### config.mk
export PLATFORM = sky130hd
export DESIGN_NAME = text_overlay
export DESIGN_NICKNAME = d
export VERILOG_FILES = /design/src/rtl/text_pkg.sv /design/src/rtl/tile_ram.sv /design/src/rtl/text_overlay.sv
export SDC_FILE = /design/constraint.sdc
export NUM_CORES = 1
export LEC_CHECK = 0
export ABC_AREA = 1
export BUFFER_PORTS_ARGS = -buffer_cell sky130_fd_sc_hd__buf_2
export CAP_MARGIN = 10
export CORE_ASPECT_RATIO = 0.7
export CORE_MARGIN = 8
export CORE_UTILIZATION = 41
export CTS_BUF_LIST = sky130_fd_sc_hd__clkbuf_2
export CTS_CLUSTER_SIZE = 8
export DETAILED_ROUTE_END_ITERATION = 8
export PLACE_DENSITY = 0.57
export SETUP_SLACK_MARGIN = 0.5
export SLEW_MARGIN = 10
export SYNTH_ARGS = -nofsm -noshare
export SYNTH_HDL_FRONTEND = slang
export SYNTH_SLANG_ARGS = --single-unit
### constraint.sdc
create_clock -name clk -period 1.9 [get_ports clk]
set_input_delay 0.095 -clock clk [delete_from_list [all_inputs] [get_ports clk]]
set_output_delay 0.095 -clock clk [all_outputs]
set_load 0.05 [all_outputs]
### src/rtl/text_pkg.sv
// Shared constants and types for the tiled text overlay.
package text_pkg;

  localparam int unsigned GLYPH_W = 8;
  localparam int unsigned GLYPH_H = 16;

  localparam logic [6:0] CHAR_BLANK = 7'h00;
  localparam int unsigned ATTR_BLINK_BIT = 3;

  // Palette index -> 12-bit RGB
  localparam logic [11:0] PALETTE [8] = '{
    12'hFFF, // white
    12'hF00, // red
    12'h0F0, // green
    12'h00F, // blue
    12'hFF0, // yellow
    12'h0FF, // cyan
    12'hF0F, // magenta
    12'h888  // grey
  };

  typedef enum logic [0:0] {
    StClear,
    StRun
  } state_e;

endpackage

### src/rtl/tile_ram.sv
// Simple dual-port character/attribute buffer: one write port, one registered
// read port. A read of the cell being written returns the old contents.
module tile_ram #(
  parameter int unsigned Depth = 64,
  parameter int unsigned Width = 11,
  localparam int unsigned AW   = $clog2(Depth)
) (
  input  logic             clk,
  input  logic             reset_n,
  input  logic             we,
  input  logic [AW-1:0]    waddr,
  input  logic [Width-1:0] wdata,
  input  logic [AW-1:0]    raddr,
  output logic [Width-1:0] rdata
);

  logic [Width-1:0] mem [Depth];

  // Storage array write; no reset so it maps onto block/distributed RAM
  always_ff @(posedge clk) begin
    if (we) begin
      mem[waddr] <= wdata;
    end
  end

  // Registered read; nonblocking update gives read-before-write ordering
  always_ff @(posedge clk) begin
    if (!reset_n) begin
      rdata <= '0;
    end else begin
      rdata <= mem[raddr];
    end
  end

endmodule

### src/rtl/text_overlay.sv
// Tile-based text renderer: COLS x ROWS character buffer drawn through the
// external ascii_rom at 2^SCALE_LOG2 scale with a fixed 3-cycle pixel latency.
module text_overlay
  import text_pkg::*;
#(
  parameter int unsigned COLS         = 16,
  parameter int unsigned ROWS         = 4,
  parameter int unsigned SCALE_LOG2   = 1,
  parameter int unsigned X0           = 0,
  parameter int unsigned Y0           = 32,
  parameter int unsigned BLINK_FRAMES = 30,
  localparam int unsigned CW = $clog2(COLS),
  localparam int unsigned RW = (ROWS > 1) ? $clog2(ROWS) : 1
) (
  input  logic          clk,
  input  logic          reset_n,
  input  logic [9:0]    x,
  input  logic [9:0]    y,
  input  logic          video_on,
  input  logic          frame_tick,
  input  logic          wr_en,
  input  logic [CW-1:0] wr_col,
  input  logic [RW-1:0] wr_row,
  input  logic [6:0]    wr_char,
  input  logic [3:0]    wr_attr,
  output logic          busy,
  output logic [10:0]   rom_addr,
  input  logic [7:0]    rom_data,
  output logic          text_on,
  output logic [11:0]   text_rgb
);

  localparam int unsigned CELLS = COLS * ROWS;
  localparam int unsigned AW    = $clog2(CELLS);
  localparam int unsigned BW    = (BLINK_FRAMES > 1) ? $clog2(BLINK_FRAMES) : 1;
  localparam int unsigned REG_W = (COLS * GLYPH_W) << SCALE_LOG2;
  localparam int unsigned REG_H = (ROWS * GLYPH_H) << SCALE_LOG2;

  state_e        state_q, state_d;
  logic [AW-1:0] clr_ptr_q, clr_ptr_d;
  logic          clearing;

  // Clear/run state register
  always_ff @(posedge clk) begin
    if (!reset_n) begin
      state_q   <= StClear;
      clr_ptr_q <= '0;
    end else begin
      state_q   <= state_d;
      clr_ptr_q <= clr_ptr_d;
    end
  end

  // Next state: sweep every cell once after reset, then run
  always_comb begin
    state_d   = state_q;
    clr_ptr_d = clr_ptr_q;
    case (state_q)
      StClear: begin
        clr_ptr_d = clr_ptr_q + 1'b1;
        if (clr_ptr_q == AW'(CELLS - 1)) begin
          state_d = StRun;
        end
      end
      default: ;
    endcase
  end

  assign clearing = (state_q == StClear);
  assign busy     = clearing;

  // Blink timebase; keeps counting through the clear sweep
  logic [BW-1:0] blink_cnt_q;
  logic          blink_phase_q;

  // Frame-tick divider toggling the blink phase every BLINK_FRAMES ticks
  always_ff @(posedge clk) begin
    if (!reset_n) begin
      blink_cnt_q   <= '0;
      blink_phase_q <= 1'b1;
    end else if (frame_tick) begin
      if (blink_cnt_q == BW'(BLINK_FRAMES - 1)) begin
        blink_cnt_q   <= '0;
        blink_phase_q <= ~blink_phase_q;
      end else begin
        blink_cnt_q <= blink_cnt_q + 1'b1;
      end
    end
  end

  // Stage 0: region decode and buffer address
  logic          s0_on;
  logic [9:0]    dx, dy, sx, sy;
  logic [CW-1:0] rd_col;
  logic [RW-1:0] rd_row;
  logic [AW-1:0] rd_addr, wr_addr, ram_waddr;
  logic [10:0]   ram_wdata, ram_rdata;
  logic          ram_we;
  logic          unused_bits;

  assign s0_on = (32'(x) >= X0) && (32'(x) < X0 + REG_W) &&
                 (32'(y) >= Y0) && (32'(y) < Y0 + REG_H) &&
                 video_on && !clearing;

  assign dx     = x - 10'(X0);
  assign dy     = y - 10'(Y0);
  assign sx     = dx >> SCALE_LOG2;
  assign sy     = dy >> SCALE_LOG2;
  assign rd_col = sx[CW+2:3];
  assign rd_row = sy[RW+3:4];
  // COLS is a power of two, so {row, col} is row*COLS+col
  assign rd_addr = AW'({rd_row, rd_col});
  assign wr_addr = AW'({wr_row, wr_col});
  // High offset bits only matter to the region compare above
  assign unused_bits = ^{sx[9:CW+3], sy[9:RW+4]};

  assign ram_we    = clearing | wr_en;
  assign ram_waddr = clearing ? clr_ptr_q : wr_addr;
  assign ram_wdata = clearing ? {CHAR_BLANK, 4'h0} : {wr_char, wr_attr};

  tile_ram #(
    .Depth (CELLS),
    .Width (11)
  ) u_tile_ram (
    .clk     (clk),
    .reset_n (reset_n),
    .we      (ram_we),
    .waddr   (ram_waddr),
    .wdata   (ram_wdata),
    .raddr   (rd_addr),
    .rdata   (ram_rdata)
  );

  // Stage 1/2 side-band: flags travelling alongside buffer and ROM data
  logic       s1_on, s2_on;
  logic [3:0] s1_glyph_row;
  logic [2:0] s1_bit, s2_bit;
  logic [3:0] s2_attr;

  // Delay region flag and glyph coordinates to match buffer/ROM latency
  always_ff @(posedge clk) begin
    if (!reset_n) begin
      s1_on        <= 1'b0;
      s1_glyph_row <= '0;
      s1_bit       <= '0;
      s2_on        <= 1'b0;
      s2_bit       <= '0;
      s2_attr      <= '0;
    end else begin
      s1_on        <= s0_on;
      s1_glyph_row <= sy[3:0];
      s1_bit       <= sx[2:0];
      s2_on        <= s1_on;
      s2_bit       <= s1_bit;
      s2_attr      <= ram_rdata[3:0];
    end
  end

  // Buffer output is already registered, so rom_addr is a clean stage-1 value
  assign rom_addr = {ram_rdata[10:4], s1_glyph_row};

  // Stage 2: pick the glyph bit (bit 7 is leftmost) and resolve colour
  logic        pix, hidden;
  logic        text_on_q;
  logic [11:0] text_rgb_d, text_rgb_q;

  assign pix    = rom_data[3'd7 - s2_bit];
  assign hidden = s2_attr[ATTR_BLINK_BIT] && !blink_phase_q;

  // Output colour select
  always_comb begin
    text_rgb_d = 12'h000;
    if (s2_on && pix && !hidden) begin
      text_rgb_d = PALETTE[s2_attr[2:0]];
    end
  end

  // Stage 3: registered outputs to the pixel mux
  always_ff @(posedge clk) begin
    if (!reset_n) begin
      text_on_q  <= 1'b0;
      text_rgb_q <= 12'h000;
    end else begin
      text_on_q  <= s2_on;
      text_rgb_q <= text_rgb_d;
    end
  end

  assign text_on  = text_on_q;
  assign text_rgb = text_rgb_q;

endmodule
# Word-level counts from Yosys, hierarchy flattened
# Memory sizes are Yosys's and may differ from the RTL's. A register that Yosys moved wholly into a read port is not among the register bits.
# Cells that the tools add are included.
[totals] register_bits=30 latchBits=0 ram_bits=704 rom_bits=96 in_bits=50 output_inout_bits=25 word_cells=49 mem_count=2
[op_classes] add_sub_neg=4 n_mul=0 div=0 order_cmp=4 n_eq_ne=2 n_shift=0 mux=9 bitwise=4 reduce_logical=13
[mem_list] name="u_tile_ram.mem" depth=64 word_bits=11 read_ports=1 rd_ports_with_merged_regs=1 write_ports=1 line="tile_ram.sv:17" rtl="logic [Width-1:0] mem [Depth];"
[mem_list] name="(no name shown)" depth=8 word_bits=12 read_ports=1 rd_ports_with_merged_regs=1 write_ports=0 line="text_overlay.sv:174" rtl="text_rgb_d = PALETTE[s2_attr[2:0]];"
[ops] op="2-to-1 mux 11 bit" count=1
[ops] op=">= comparator 10 x 6 -> 1 bit, second input constant" count=1
[ops] op="less-than comparator 10 x 8 -> 1 bit, second input constant" count=1
[ops] op="less-than comparator 10 x 9 -> 1 bit, second input constant" count=1
[ops] op="logical AND 1 bit" count=7
[ops] op="subtractor 7 x 6 -> 7 bit, second input constant" count=1
[ops] op="adder 6 x 1 -> 6 bit, second input constant" count=1
[ops] op="equality test 6 bit, second input constant" count=1
[ops] op="2-to-1 mux 6 bit" count=1
[ops] op="adder 5 x 1 -> 5 bit, second input constant" count=1
[ops] op="equality test 5 bit, second input constant" count=1
[ops] op="2-to-1 mux 1 bit" count=5
[ops] op="2-to-1 mux 5 bit" count=1
[ops] op="zero test 1 bit" count=4
[ops] op="less-than comparator 3 x 4 -> 1 bit, second input constant" count=1
[ops] op="NOT 3 -> 4 bit" count=1
[ops] op="AND reduction 2 bit" count=2
[ops] op="binary-select mux 1 bit (select 3 bit)" count=1
[ops] op="subtractor 3 bit, first input constant" count=1
[ops] op="NOT 1 bit" count=2
[ops] op="OR 1 bit" count=1

# Logic depth before layout (Yosys ltp)
[depth] word_depth=7 mapped_depth=13 mapped_depth_nobuf=11

# By module
# From an unflattened synthesis, not the netlist that was laid out.
[unflattened] cells_unflattened=2682 hier_area_um2=30630.6
[by_module_without_submodules] module="tile_ram" instances=1 cells_per_inst=2448 area_each_um2=28945.3 seq_area_each_um2=21360.5
[by_module_without_submodules] module="text_overlay" instances=1 cells_per_inst=234 area_each_um2=1685.4 seq_area_each_um2=720.7

# Worst setup path after synthesis
# OpenSTA, ideal clock, no wires.
[synth_timing] path_kind="register to register" startpoint="register state_q" endpoint="memory u_tile_ram.mem[14][0] (enable)" setup_ns=0.378 arrival_time_ns=1.846 required_time_ns=1.522 setup_slack_ns=-0.325 path_stages_with_launch=9 path_buffers=1 period_less_slack_ns=2.225 path_cell_list="dfxtp_1 -> inv_2 -> buf_2 -> or2_1 -> o21ai_2 -> inv_2 -> nor2_2 -> nand2_2 -> nor2_1"
[synth_via] elab_chain_cells=4 elab_cells_between_ends=5 classes_between="3 x mux; 2 x bitwise"
[synth_lines] element="from (decl)" line="text_overlay.sv:39" rtl="state_e state_q, state_d;"
[synth_lines] element="from (signal assigned)" line="text_overlay.sv:46" rtl="state_q <= StClear;"
[synth_lines] element="from (signal assigned)" line="text_overlay.sv:49" rtl="state_q <= state_d;"
[synth_lines] element="NOT 1 bit"
[synth_lines] element="net busy" line="text_overlay.sv:26" rtl="output logic busy,"
[synth_lines] element="OR 1 bit" line="text_overlay.sv:117" rtl="assign ram_we = clearing | wr_en;"
[synth_lines] element="2-to-1 mux 1 bit" line="tile_ram.sv:21" rtl="if (we) begin"
[synth_lines] element="2-to-1 mux 1 bit (not written as such)" line="tile_ram.sv:22" rtl="mem[waddr] <= wdata;"
[synth_lines] element="to (decl)" line="tile_ram.sv:17"
# The timed path passes the listed nets, and every way through them passes these cells.

# Final worst setup path
[layout_timing] startpoint="register state_q" endpoint="memory u_tile_ram.mem[5][9] (enable)"
[layout_via] elab_chain_cells=4 elab_cells_between_ends=5 classes_between="3 x mux; 2 x bitwise"
[layout_lines] element="NOT 1 bit"
[layout_lines] element="OR 1 bit" line="text_overlay.sv:117"
[layout_lines] element="2-to-1 mux 1 bit" line="tile_ram.sv:21"
[layout_lines] element="2-to-1 mux 1 bit (not written as such)" line="tile_ram.sv:22"
# Several ways; a longest one is shown, not always the timed one.

==> summary.md <==
| Metric | Value |
|---|---|
| I/O Pins | `between 70 and 80` |
| Least-Margin Pin Slew | `slightly above 0.9 ns` |
| Met3 usage | `under 10%` |
| Arr. time, crit path | `roughly 3.2 ns` |
| Required @ worst endpoint | `between 2 and 3 ns` |
| Mean Syn Cell Area | `10.3 um^2` |
| Unrepaired setup endpoints after global routing | `yes` |
| Initial antenna violation count | `5` |
| Worst rel slew slack | `between 30% and 40%` |
| Pleak | `17.4 nW` |
| Slew Limit Fails | `0` |
| Worst Setup End Kind | `register` |
| Setup Total Neg Slack | `-58.80 ns` |
| Most common cell in the netlist | `nand2_1` |
| Failing checks | `setup timing` |
| Pre-CTS setup slack | `-0.170 ns` |
| Warning count from the yosys run | `0` |
| CTS tree | `built` |
| Register area share after synthesis | `between 60% and 70%` |
| Final net count | `around 3700` |
| Clk buf depth | `3` |
| Final min period | `~2.1 ns` |
| Cells taking the most area after synthesis | `edfxtp_1 66%, nand2_1 13%, nand3_1 6.9%` |
| Cell variety after synth | `33` |
| DIE WIDTH | `about 350 um` |
| Post-synthesis simple-gate area fraction | `22.2%` |
| Hpwl dp | `57100 um` |
| Share of cells above drive strength 1 | `about a fifth` |
| # Max-Cap Violations | `0` |
| M1 GR Usage | `between 30% and 40%` |
| Top FF cell, synth | `edfxtp_1` |
| Crit-path max FO | `6` |
| First-pass detailed-route iteration total | `8` |
| FF+latch count, synth | `751` |
| Mapped Area | `0.0321 mm^2` |
| Synth top area share | `between 60% and 70%` |
| Top Usage Layer GRT | `met2` |
| P&R area growth vs syn | `26.7%` |
| Num rows | `86` |
| Cells after Synth | `between 3000 and 4000` |
| Residual DRC count | `0` |
| Final core occ | `a little over half` |
| Clock sinks | `between 700 and 800` |
| Post-synth top area cell | `edfxtp_1` |
| CTS buffer count | `177` |
| Synth Area in XOR/XNOR | `less than 1%` |
| Synth Area in Adders | `less than 1%` |
| Worst setup margin | `-0.250 ns` |
| Path depth of the worst reg2reg path | `11` |
| Wire per inst | `19.6 um` |
| PortBufs | `just over 70` |
| Vias in the first global route | `~23000` |
| Worst vdd rail ir drop | `approximately 0.46 mV` |
| M2 GR Usage | `about a third` |
| Power Density | `766 mW/mm^2` |
| Antenna Violating Nets Remaining | `0` |
| Mapped Nets | `around 3200` |
| EDFF count, synth | `a little over 700` |
| Hold depth | `10` |
| Die span in y | `around 250 um` |
| Via count | `23800` |
| Clock Skews | `roughly 0.071 ns` |
| Die area | `between 0.08 and 0.09 mm^2` |
| Area fraction in compound gates after synthesis | `about 1.1%` |
| Placer congestion estimate | `between 0.8 and 0.9` |
| Clock-pin transition on the worst setup and hold timing paths | `roughly 0.11 ns` |
| Core ar. | `0.0781 mm^2` |
| Post-synth ARST share | `0%` |
| Pin count of the biggest net entering global routing | `between 60 and 70` |
| Global-route wire length before repair | `between 100000 and 150000 um` |
| Setup Viol. Count Final | `524` |
| Status | `finished, violations left` |
| Startpoint types | `register` |
| First DRT Iteration DRCs | `between 2000 and 2500` |
| Detailed Route WL | `roughly 95000 um` |
| Fillers | `7023` |
| Fmax achieved | `between 400 and 500 MHz` |
| Combinational family with the most area after synthesis | `simple AND/OR/NAND/NOR gates` |
| Fin crit share | `113%` |
| Synth cell count leaders | `1072 x nand2_1, 704 x edfxtp_1, 445 x nand3_1` |
| Proportion of synthesized area in mux cells | `0%` |
| Overflow after GRT | `0` |
| Worst-Skew Late Latency | `1.37 ns` |
| WS Path Type | `register to register` |
| H-tree depth | `4` |
| Vias per inst | `4.93` |
| Hold Path Class | `input pin to register` |
| Hold Fails Final Rpt | `0` |
| Root buf cell | `clkbuf_2` |
| Initial Util | `41.1%` |
| GRT Total Usage | `between 20 and 25%` |
kinds of logic after synthesis:
logic type               after synthesis
flip-flops                           751
buffers and inverters                577
XOR/XNOR                               2
adder cells (fa/ha/maj)                6
AND/OR/NAND/NOR                     1730
AO/OA/AOI/OAI                         65
final cells by class:
| cell class | count | area, um^2 | share of cell area [%] |
|---|---|---|---|
| sequential | 751 | 22100 | 54.4 |
| multi-input combinational | 1803 | 8170 | 20.1 |
| timing repair buffer | 480 | 5910 | 14.5 |
| inverter | 409 | 1550 | 3.81 |
| tap | 1056 | 1320 | 3.25 |
| clock buffer | 255 | 1280 | 3.14 |
| clock inverter | 54 | 293 | 0.720 |
| antenna | 13 | 32.5 | 0.0800 |
state kept, by name (all words and copies together), names as in the netlist, 3 cells and up:
| name | cells |
|---|---|
| s2_attr | 4 |
| blink_cnt_q | 5 |
| u_tile_ram.mem | 704 |
| text_rgb | 6 |
| s1_bit | 3 |
| clr_ptr_q | 6 |
| u_tile_ram.rdata | 11 |
| s1_glyph_row | 4 |
| s2_bit | 3 |
layout by cell type (no fill, tap or decap), types with 4 or more instances in the layout:
cell type / instances
buf_12: 120
buf_6: 45
nand2_1: 1070
inv_1: 386
o21ai_0: 41
dfxtp_1: 28
edfxtp_1: 704
buf_2: 44
nor3_1: 5
nor2_1: 116
dfxtp_2: 14
buf_8: 31
buf_16: 7
o21ai_4: 4
dfxtp_4: 5
diode_2: 13
clkbuf_2: 255
nand4_1: 8
clkbuf_16: 6
inv_2: 22
a21oi_1: 14
buf_4: 121
dlygate4sd3_1: 106
nand3_1: 445
nor2_4: 65
ha_1: 6
clkinv_1: 44
what timing repair did:
action / 4_1_cts / 5_1_grt
endpoints found under the hold margin: 1455 / 0
gates resized for setup: 197 / 45
setup endpoints to repair: 1410 / 1442
cloned: 11 / 2
setup buffers: 60 / 16
pin swaps: 48 / 20
hold buffers: 106 / 0
worst max-delay path, cell delays in order (launching register included):
cell	delay, ns
dfxtp_4	0.37
inv_4	0.04
buf_4	0.14
or2_4	0.24
o21ai_4	0.11
buf_6	0.14
inv_2	0.03
nor2_4	0.18
nand2_8	0.12
buf_12	0.16
nor2_4	0.17
clkbuf_16	0.19
worst paths after layout:
check	startpoint	end	slack, ns
setup / recovery	state_q$_SDFF_PN0_	u_tile_ram.mem[5][9]$_DFFE_PP_	-0.25
hold / removal	x[6]	u_tile_ram.rdata[6]$_SDFF_PN0_	0.19
hold reg to reg	u_tile_ram.rdata[3]$_SDFF_PN0_	s2_attr[3]$_SDFF_PN0_	0.43
setup reg to reg	state_q$_SDFF_PN0_	u_tile_ram.mem[5][9]$_DFFE_PP_	-0.25
stage by stage:
| stage | power, W | hold slack, ns | cell area, um^2 | instances |
|---|---|---|---|---|
| after floorplan | 0.0196 | 0.188 | 32400 | 3131 |
| after global placement | 0.0206 | 0.272 | 35800 | 4304 |
| after detailed placement | 0.0206 | 0.284 | 35800 | 4304 |
| after CTS | 0.0312 | 0.00982 | 40300 | 4790 |
| after global routing | 0.0325 | 0.0962 | 40700 | 4817 |
| final | 0.0311 | 0.192 | 40700 | 4821 |
power breakdown:
group	internal (W)	total (W)	switching (W)
Clock	0.00399	0.0105	0.00651
Sequential	0.0179	0.0180	0.0000613
Combinational	0.00101	0.00266	0.00165
Total	0.0229	0.0311	0.00822
routing by layer:
| layer | part of all wire [%] | up-vias |
|---|---|---|
| li1 | - | 11300 |
| met1 | 45 | 11300 |
| met2 | 44 | 1002 |
| met3 | 8.6 | 149 |
| met4 | 2.0 | 0 |
| met5 | 0 | - |
No activity file was read; power rests on OpenSTA's default activity.
